`src/rtl/uart_pkg.sv`:
```
// ---------------------------------------------------------------------------
// uart_pkg
// Shared UART definitions used by both the transmitter and the receiver:
//   - uart_state_e : frame FSM states
//   - PAR_NONE / PAR_EVEN / PAR_ODD : parity-mode encodings
//   - parity_bit() : parity bit for a (zero-extended) data word
// ---------------------------------------------------------------------------
package uart_pkg;

  typedef enum logic [2:0] {
    ST_IDLE  = 3'd0,
    ST_START = 3'd1,
    ST_DATA  = 3'd2,
    ST_PAR   = 3'd3,
    ST_STOP  = 3'd4
  } uart_state_e;

  localparam int PAR_NONE = 0;
  localparam int PAR_EVEN = 1;
  localparam int PAR_ODD  = 2;

  // Zero-extension to 9 bits leaves the XOR unchanged, so one helper serves
  // every legal data width.
  function automatic logic parity_bit(input logic [8:0] data, input int mode);
    parity_bit = (^data) ^ (mode == PAR_ODD);
  endfunction

endpackage

```
`src/rtl/uart_baud_gen.sv`:
```
// ---------------------------------------------------------------------------
// uart_baud_gen
// Bit-period timer. Counts 0..CLKS_PER_BIT-1 while enabled and wraps, so each
// bit boundary automatically restarts the count.
// Ports:
//   clk        : clock, rising edge
//   rst_n      : asynchronous active-low reset
//   i_clear    : hold the count at zero
//   i_enable   : advance the count
//   o_bit_done : pulse on the last cycle of a bit period (count CLKS_PER_BIT-1)
//   o_pre_done : pulse one cycle before o_bit_done (count CLKS_PER_BIT-2)
// ---------------------------------------------------------------------------
module uart_baud_gen #(
  parameter int CLKS_PER_BIT = 16
) (
  input  logic clk,
  input  logic rst_n,
  input  logic i_clear,
  input  logic i_enable,
  output logic o_bit_done,
  output logic o_pre_done
);

  localparam logic [15:0] CNT_LAST = 16'(CLKS_PER_BIT - 1);
  localparam logic [15:0] CNT_PRE  = 16'(CLKS_PER_BIT - 2);

  logic [15:0] r_cnt;

  // Bit-period counter with wrap at the end of each bit.
  always_ff @(posedge clk or negedge rst_n) begin
    if (!rst_n) begin
      r_cnt <= 16'd0;
    end else if (i_clear) begin
      r_cnt <= 16'd0;
    end else if (i_enable) begin
      if (r_cnt == CNT_LAST) begin
        r_cnt <= 16'd0;
      end else begin
        r_cnt <= r_cnt + 16'd1;
      end
    end else begin
      r_cnt <= r_cnt;
    end
  end

  assign o_bit_done = i_enable & ~i_clear & (r_cnt == CNT_LAST);
  assign o_pre_done = i_enable & ~i_clear & (r_cnt == CNT_PRE);

endmodule

```
`src/rtl/uart_tx_cfg.sv`:
```
// ---------------------------------------------------------------------------
// uart_tx_cfg
// Parameterised UART transmitter fed from a FIFO-style upstream.
// Frame: start(0), DATA_W data bits LSB first, optional parity, STOP_BITS
// stop bits(1); every bit lasts CLKS_PER_BIT cycles.
// Ports:
//   tx_clk    : clock, rising edge
//   rst_n     : asynchronous active-low reset (aborts any frame, tx high)
//   din_valid : upstream has a word
//   data_in   : word to send
//   rd_en     : ready; word accepted on an edge with rd_en & din_valid
//   tx        : serial line, idle high, driven from a register
//   busy      : high from the accept edge to the end of the last stop bit
// tx is the registered image of the current state, so the line trails the
// FSM by exactly one cycle and every bit still lasts CLKS_PER_BIT cycles.
// ---------------------------------------------------------------------------
module uart_tx_cfg
  import uart_pkg::*;
#(
  parameter int DATA_W       = 8,
  parameter int CLKS_PER_BIT = 16,
  parameter int PARITY       = 0,
  parameter int STOP_BITS    = 1
) (
  input  logic              tx_clk,
  input  logic              rst_n,
  input  logic              din_valid,
  input  logic [DATA_W-1:0] data_in,
  output logic              rd_en,
  output logic              tx,
  output logic              busy
);

  generate
    if (DATA_W < 5 || DATA_W > 9) begin : g_bad_data_w
      $error("uart_tx_cfg: DATA_W must be 5..9");
    end
    if (CLKS_PER_BIT < 2 || CLKS_PER_BIT > 65535) begin : g_bad_clks
      $error("uart_tx_cfg: CLKS_PER_BIT must be 2..65535");
    end
    if (PARITY != PAR_NONE && PARITY != PAR_EVEN && PARITY != PAR_ODD) begin : g_bad_parity
      $error("uart_tx_cfg: PARITY must be 0, 1 or 2");
    end
    if (STOP_BITS != 1 && STOP_BITS != 2) begin : g_bad_stop
      $error("uart_tx_cfg: STOP_BITS must be 1 or 2");
    end
  endgenerate

  localparam logic [3:0] LAST_DATA = 4'(DATA_W - 1);
  localparam logic       LAST_STOP = 1'(STOP_BITS - 1);
  localparam logic       HAS_PAR   = (PARITY != PAR_NONE);

  uart_state_e       r_state;
  uart_state_e       w_state_nxt;
  logic [DATA_W-1:0] r_shift;
  logic              r_par;
  logic [3:0]        r_bit_cnt;
  logic              r_stop_cnt;
  logic              r_tx;
  logic              r_rd_en;
  logic              r_busy;

  logic w_accept;
  logic w_bit_done;
  logic w_pre_done;
  logic w_last_data;
  logic w_last_stop;
  logic w_tx_nxt;
  logic w_rd_en_nxt;
  logic w_baud_clear;

  assign w_accept     = r_rd_en & din_valid;
  assign w_last_data  = (r_bit_cnt == LAST_DATA);
  assign w_last_stop  = (r_stop_cnt == LAST_STOP);
  assign w_baud_clear = (r_state == ST_IDLE);

  uart_baud_gen #(
    .CLKS_PER_BIT(CLKS_PER_BIT)
  ) u_baud (
    .clk       (tx_clk),
    .rst_n     (rst_n),
    .i_clear   (w_baud_clear),
    .i_enable  (~w_baud_clear),
    .o_bit_done(w_bit_done),
    .o_pre_done(w_pre_done)
  );

  // FSM state register.
  always_ff @(posedge tx_clk or negedge rst_n) begin
    if (!rst_n) begin
      r_state <= ST_IDLE;
    end else begin
      r_state <= w_state_nxt;
    end
  end

  // Next-state and next line level.
  always_comb begin
    w_state_nxt = r_state;
    w_tx_nxt    = 1'b1;
    case (r_state)
      ST_IDLE: begin
        w_tx_nxt = 1'b1;
        if (w_accept) begin
          w_state_nxt = ST_START;
        end else begin
          w_state_nxt = ST_IDLE;
        end
      end
      ST_START: begin
        w_tx_nxt = 1'b0;
        if (w_bit_done) begin
          w_state_nxt = ST_DATA;
        end else begin
          w_state_nxt = ST_START;
        end
      end
      ST_DATA: begin
        w_tx_nxt = r_shift[0];
        if (w_bit_done && w_last_data) begin
          if (HAS_PAR) begin
            w_state_nxt = ST_PAR;
          end else begin
            w_state_nxt = ST_STOP;
          end
        end else begin
          w_state_nxt = ST_DATA;
        end
      end
      ST_PAR: begin
        w_tx_nxt = r_par;
        if (w_bit_done) begin
          w_state_nxt = ST_STOP;
        end else begin
          w_state_nxt = ST_PAR;
        end
      end
      ST_STOP: begin
        w_tx_nxt = 1'b1;
        if (w_bit_done && w_last_stop) begin
          // rd_en is high in this cycle, so w_accept means a back-to-back word.
          if (w_accept) begin
            w_state_nxt = ST_START;
          end else begin
            w_state_nxt = ST_IDLE;
          end
        end else begin
          w_state_nxt = ST_STOP;
        end
      end
      default: begin
        w_tx_nxt    = 1'b1;
        w_state_nxt = ST_IDLE;
      end
    endcase
  end

  // rd_en is registered, so it is raised one cycle ahead: whenever the FSM is
  // heading to IDLE, and on the cycle before the last cycle of the last stop bit.
  assign w_rd_en_nxt = (w_state_nxt == ST_IDLE) |
                       ((r_state == ST_STOP) & w_last_stop & w_pre_done);

  // Registered outputs, word capture and bit/stop counters.
  always_ff @(posedge tx_clk or negedge rst_n) begin
    if (!rst_n) begin
      r_tx       <= 1'b1;
      r_rd_en    <= 1'b0;
      r_busy     <= 1'b0;
      r_shift    <= '0;
      r_par      <= 1'b0;
      r_bit_cnt  <= 4'd0;
      r_stop_cnt <= 1'b0;
    end else begin
      r_tx    <= w_tx_nxt;
      r_rd_en <= w_rd_en_nxt;
      r_busy  <= (w_state_nxt != ST_IDLE);
      if (w_accept) begin
        r_shift    <= data_in;
        r_par      <= parity_bit(9'(data_in), PARITY);
        r_bit_cnt  <= 4'd0;
        r_stop_cnt <= 1'b0;
      end else if (r_state == ST_DATA && w_bit_done) begin
        r_shift   <= r_shift >> 1;
        r_bit_cnt <= r_bit_cnt + 4'd1;
      end else if (r_state == ST_STOP && w_bit_done) begin
        r_stop_cnt <= r_stop_cnt + 1'b1;
      end else begin
        r_shift    <= r_shift;
        r_bit_cnt  <= r_bit_cnt;
        r_stop_cnt <= r_stop_cnt;
      end
    end
  end

  assign tx    = r_tx;
  assign rd_en = r_rd_en;
  assign busy  = r_busy;

endmodule

```
`config.mk`:
```
export PLATFORM = sky130hd
export DESIGN_NAME = uart_tx_cfg
export DESIGN_NICKNAME = d
export VERILOG_FILES = /design/src/rtl/uart_pkg.sv /design/src/rtl/uart_baud_gen.sv /design/src/rtl/uart_tx_cfg.sv
export SDC_FILE = /design/constraint.sdc
export NUM_CORES = 1
export LEC_CHECK = 0
export BUFFER_PORTS_ARGS = -buffer_cell sky130_fd_sc_hd__buf_2
export CORE_UTILIZATION = 52
export DETAILED_ROUTE_END_ITERATION = 7
export PLACE_DENSITY = 0.68
export SKIP_CTS_REPAIR_TIMING = 1
export SYNTH_ARGS = -nofsm -noshare
export SYNTH_HDL_FRONTEND = slang
export SYNTH_SLANG_ARGS = --single-unit
export TNS_END_PERCENT = 100
```
`constraint.sdc`:
```
create_clock -name tx_clk -period 5.8 [get_ports tx_clk]
set_clock_uncertainty 0.05 [all_clocks]
set_input_delay 0.58 -clock tx_clk [delete_from_list [all_inputs] [get_ports tx_clk]]
set_output_delay 0.58 -clock tx_clk [all_outputs]
set_load 0.01 [all_outputs]
```
==> summary.md <==
| Metric | Value |
|---|---|
| Setup crit start | `u_baud.r_cnt[8]$_DFF_PN0_` |
| Max cap viols | `0` |
| Endpoints failing hold | `0` |
| Worst skew pair latency | `350 ps` |
| Total grt overflow | `0` |
| Synth Cell Area | `1851 um^2` |
| Top_reg_cell synth | `dfrtp_1` |
| Yosys Warn Count | `0` |
| Worst r2r dst | `u_baud.r_cnt[9]$_DFF_PN0_` |
| Crit Path Category | `flop to flop` |
| Syn_area_per_cell | `9.161 um^2` |
| IO Port Bufs | `13` |
| IO Pins | `14` |
| Post-Synth Adder-Cell Area | `0.02028` |
| Tcrit/Tclk final | `0.4495` |
| Fmax | `383.6 MHz` |
| HP Class | `input port to async pin` |
| Wirelength per Cell | `14.47 um` |
| First-pass GRT wire length | `6.037 mm` |
| R2R setup slack | `3190 ps` |
| Synth top area cells | `dfrtp_1 47%, xnor2_1 6.2%, nor2_1 5.7%, o21ai_0 5.7%, a21oi_1 4.1%` |
| Pins Over Slew Limit | `0` |
| Area of the die | `3801 um^2` |
| Routed Antenna Nets | `0` |
| Required time worst endpoint | `5940 ps` |
| Worst-path clk slew | `120 ps` |
| Rel. slew slack | `0.3208` |
| Least-Margin Pin Slew | `1012 ps` |
| Largest net degree at the start of global routing | `37` |
| Die width | `61.66 um` |
| Power per cell area | `359.2 nW/um^2` |
| P_leak | `0.0008409 uW` |
| Antenna violations before repair | `0` |
| Final Setup Violations | `0` |
| GRT busiest layer | `met2` |
| Startpoint Class | `flop` |
| Mux cell area share after synthesis | `0` |
| Layout area overhead | `8.992%` |
| Simple-gate share of the synthesized area | `0.2245` |
| Synth Register Bits | `36` |
| Synth Net Count | `216` |
| Family with the most delay on the worst path | `simple AND/OR/NAND/NOR gates` |
| Drc violations | `0` |
| Peak VDD IR | `161.4 uV` |
| Post-DP HPWL | `2.546 mm` |
| Ant diodes | `0` |
| CTS max path bufs | `2` |
| Compound-Gate Fraction of Synth Area | `0.1535` |
| Initial DRT Pass Iterations | `4` |
| Count of cell types in the netlist | `33` |
| Final net count | `229` |
| CP Buf/Inv Count | `0` |
| M2 GR Usage | `0.3548` |
| WP data arrival | `2750 ps` |
| Unrepaired setup endpoints after global routing | `false` |
| Worst Reg-to-Reg Cells | `4` |
| Setup ws final | `3193 ps` |
| Register area share after synthesis | `0.4875` |
| GPL Wtd Cong | `0.8856` |
| Clock sink count | `36` |
| Grt met1 use | `0.2693` |
| Origin of the critical flop-to-flop path | `u_baud.r_cnt[8]$_DFF_PN0_` |
| Root Driver | `clkbuf_4` |
| Core ar. | `3363 um^2` |
| TritonCTS clock tree | `yes` |
| DR iter-0 viols | `90` |
| All-layer global routing usage | `0.2210` |
| GRT met3 Usage | `0.06933` |
| Ratio of cells with drive above 1 in the final layout | `0.1250` |
| DR vias | `1545` |
| DRT Wirelength | `3.791 mm` |
| Die height | `61.66 um` |
| Status | `finished clean` |
| Tmin final | `2607 ps` |
| Row count | `21` |
| Total CTS buffers | `5` |
| Cell Chain, Critical Path | `or4_1 > or4_4 > o21ai_1 > nor2_1` |
| Mapped Cells | `202` |
| Number of synthesized flops with an enable pin | `0` |
| Crit-path max FO | `23` |
| Combinational family with the most area after synthesis | `simple AND/OR/NAND/NOR gates` |
| Slowest-stage cell, CP | `or4_4` |
| Synth area leader | `dfrtp_1` |
| DP Worst Slack | `3164 ps` |
| Crit path capture type | `flop` |
| Commonest cells in the netlist | `35 x dfrtp_1, 28 x nor2_1, 21 x o21ai_0, 15 x a21oi_1, 13 x xnor2_1` |
| Final setup TNS | `0 ps` |
| Yosys top cell area share | `0.4733` |
| Via density | `5.897` |
| Xor and xnor fraction of the mapped netlist area | `0.08046` |
| FFs w/ async S/R, synth | `1.000` |
| Most frequent cell after synthesis | `dfrtp_1` |
| Starting density of the core | `0.5502` |
| H-tree depth | `2` |
| CP max stage delay | `690 ps` |
| Via count of the first global-routing pass | `1382` |
per-stage QoR:
stage,area (um^2),hold WS [ps],util,power (uW),cells
after CTS,2017,260.4,0.5997,733.3,262
after detailed placement,1941,425.2,0.5770,556.2,254
after global routing,2017,282.8,0.5997,777.0,262
final,2017,252.1,0.5997,724.6,262
after floorplan,1851,234.4,-,499.3,202
after global placement,1941,421.1,0.5770,546.2,254
area by class of cell:
type / count / area [um^2]
fillers: 316 / 1346
clock buffers: 6 / 41.29
multi-input cells: 152 / 885.9
inverters: 6 / 22.52
repair buffers: 14 / 72.57
well taps: 46 / 57.56
clock inverters: 2 / 35.03
flip-flops and latches: 36 / 902.1
state kept, by name, indices dropped and copies added, names as in the netlist:
name          flops
tx                1
r_stop_cnt        1
r_bit_cnt         4
busy              1
u_baud.r_cnt     16
r_par             1
r_shift           8
r_state           3
rd_en             1
cells in the final DEF, fill, tap and decap left out:
master / count
a21oi_1: 15
a22o_1: 1
a31oi_1: 8
a32o_1: 1
and2_1: 2
and3_1: 2
and4_1: 1
buf_2: 13
buf_4: 1
bufinv_16: 1
clkbuf_1: 1
clkbuf_4: 5
clkinv_2: 1
dfrtp_1: 35
dfstp_2: 1
ha_1: 3
inv_1: 6
nand2_1: 9
nand2b_1: 1
nand3_1: 12
nand3b_1: 1
nand4_1: 3
nor2_1: 28
nor3_1: 3
nor4_1: 2
o21ai_0: 21
o21ai_1: 1
o21bai_1: 1
o31ai_1: 3
or2_2: 3
or3_1: 6
or4_1: 6
or4_4: 1
or4b_2: 1
xnor2_1: 13
xor2_1: 4
per-layer routing:
metal | vias to the layer above | share of wire
met5 | - | 0
li1 | 748 | -
met2 | 37 | 0.51
met4 | 0 | 0.016
met3 | 6 | 0.043
met1 | 754 | 0.43
cells by family (layout without fill, tap and decap cells):
family | Yosys count | in the layout
AOI/OAI and AO/OA | 51 | 51
xor gates and xnor gates | 17 | 17
adders and majority gates | 3 | 3
buffers and inverters | 14 | 28
DFF | 36 | 36
and+or+nand+nor | 81 | 81
power breakdown:
group          total (uW)  leakage, uW  switching [uW]  internal, uW
sequential            358     0.000460            46.1           312
combinational         191     0.000339             115          75.8
clock                 176    0.0000422            85.2          90.4
total                 725     0.000841             246           478
worst register-to-register path: stages (launching register included):
cell and delay (ps):
dfrtp_1 430, or4_1 580, or4_4 690, o21ai_1 590
nor2_1 120
worst max-delay path by stage:
stage | end | depth (start not counted)
global placement | u_baud.r_cnt[7]$_DFF_PN0_ | 4
CTS | u_baud.r_cnt[7]$_DFF_PN0_ | 4
finish | u_baud.r_cnt[9]$_DFF_PN0_ | 4
global route | u_baud.r_cnt[7]$_DFF_PN0_ | 4
floorplan | r_bit_cnt[3]$_DFFE_PN0P_ | 4
detailed placement | u_baud.r_cnt[7]$_DFF_PN0_ | 4
Power figures use the tool's default switching activity.
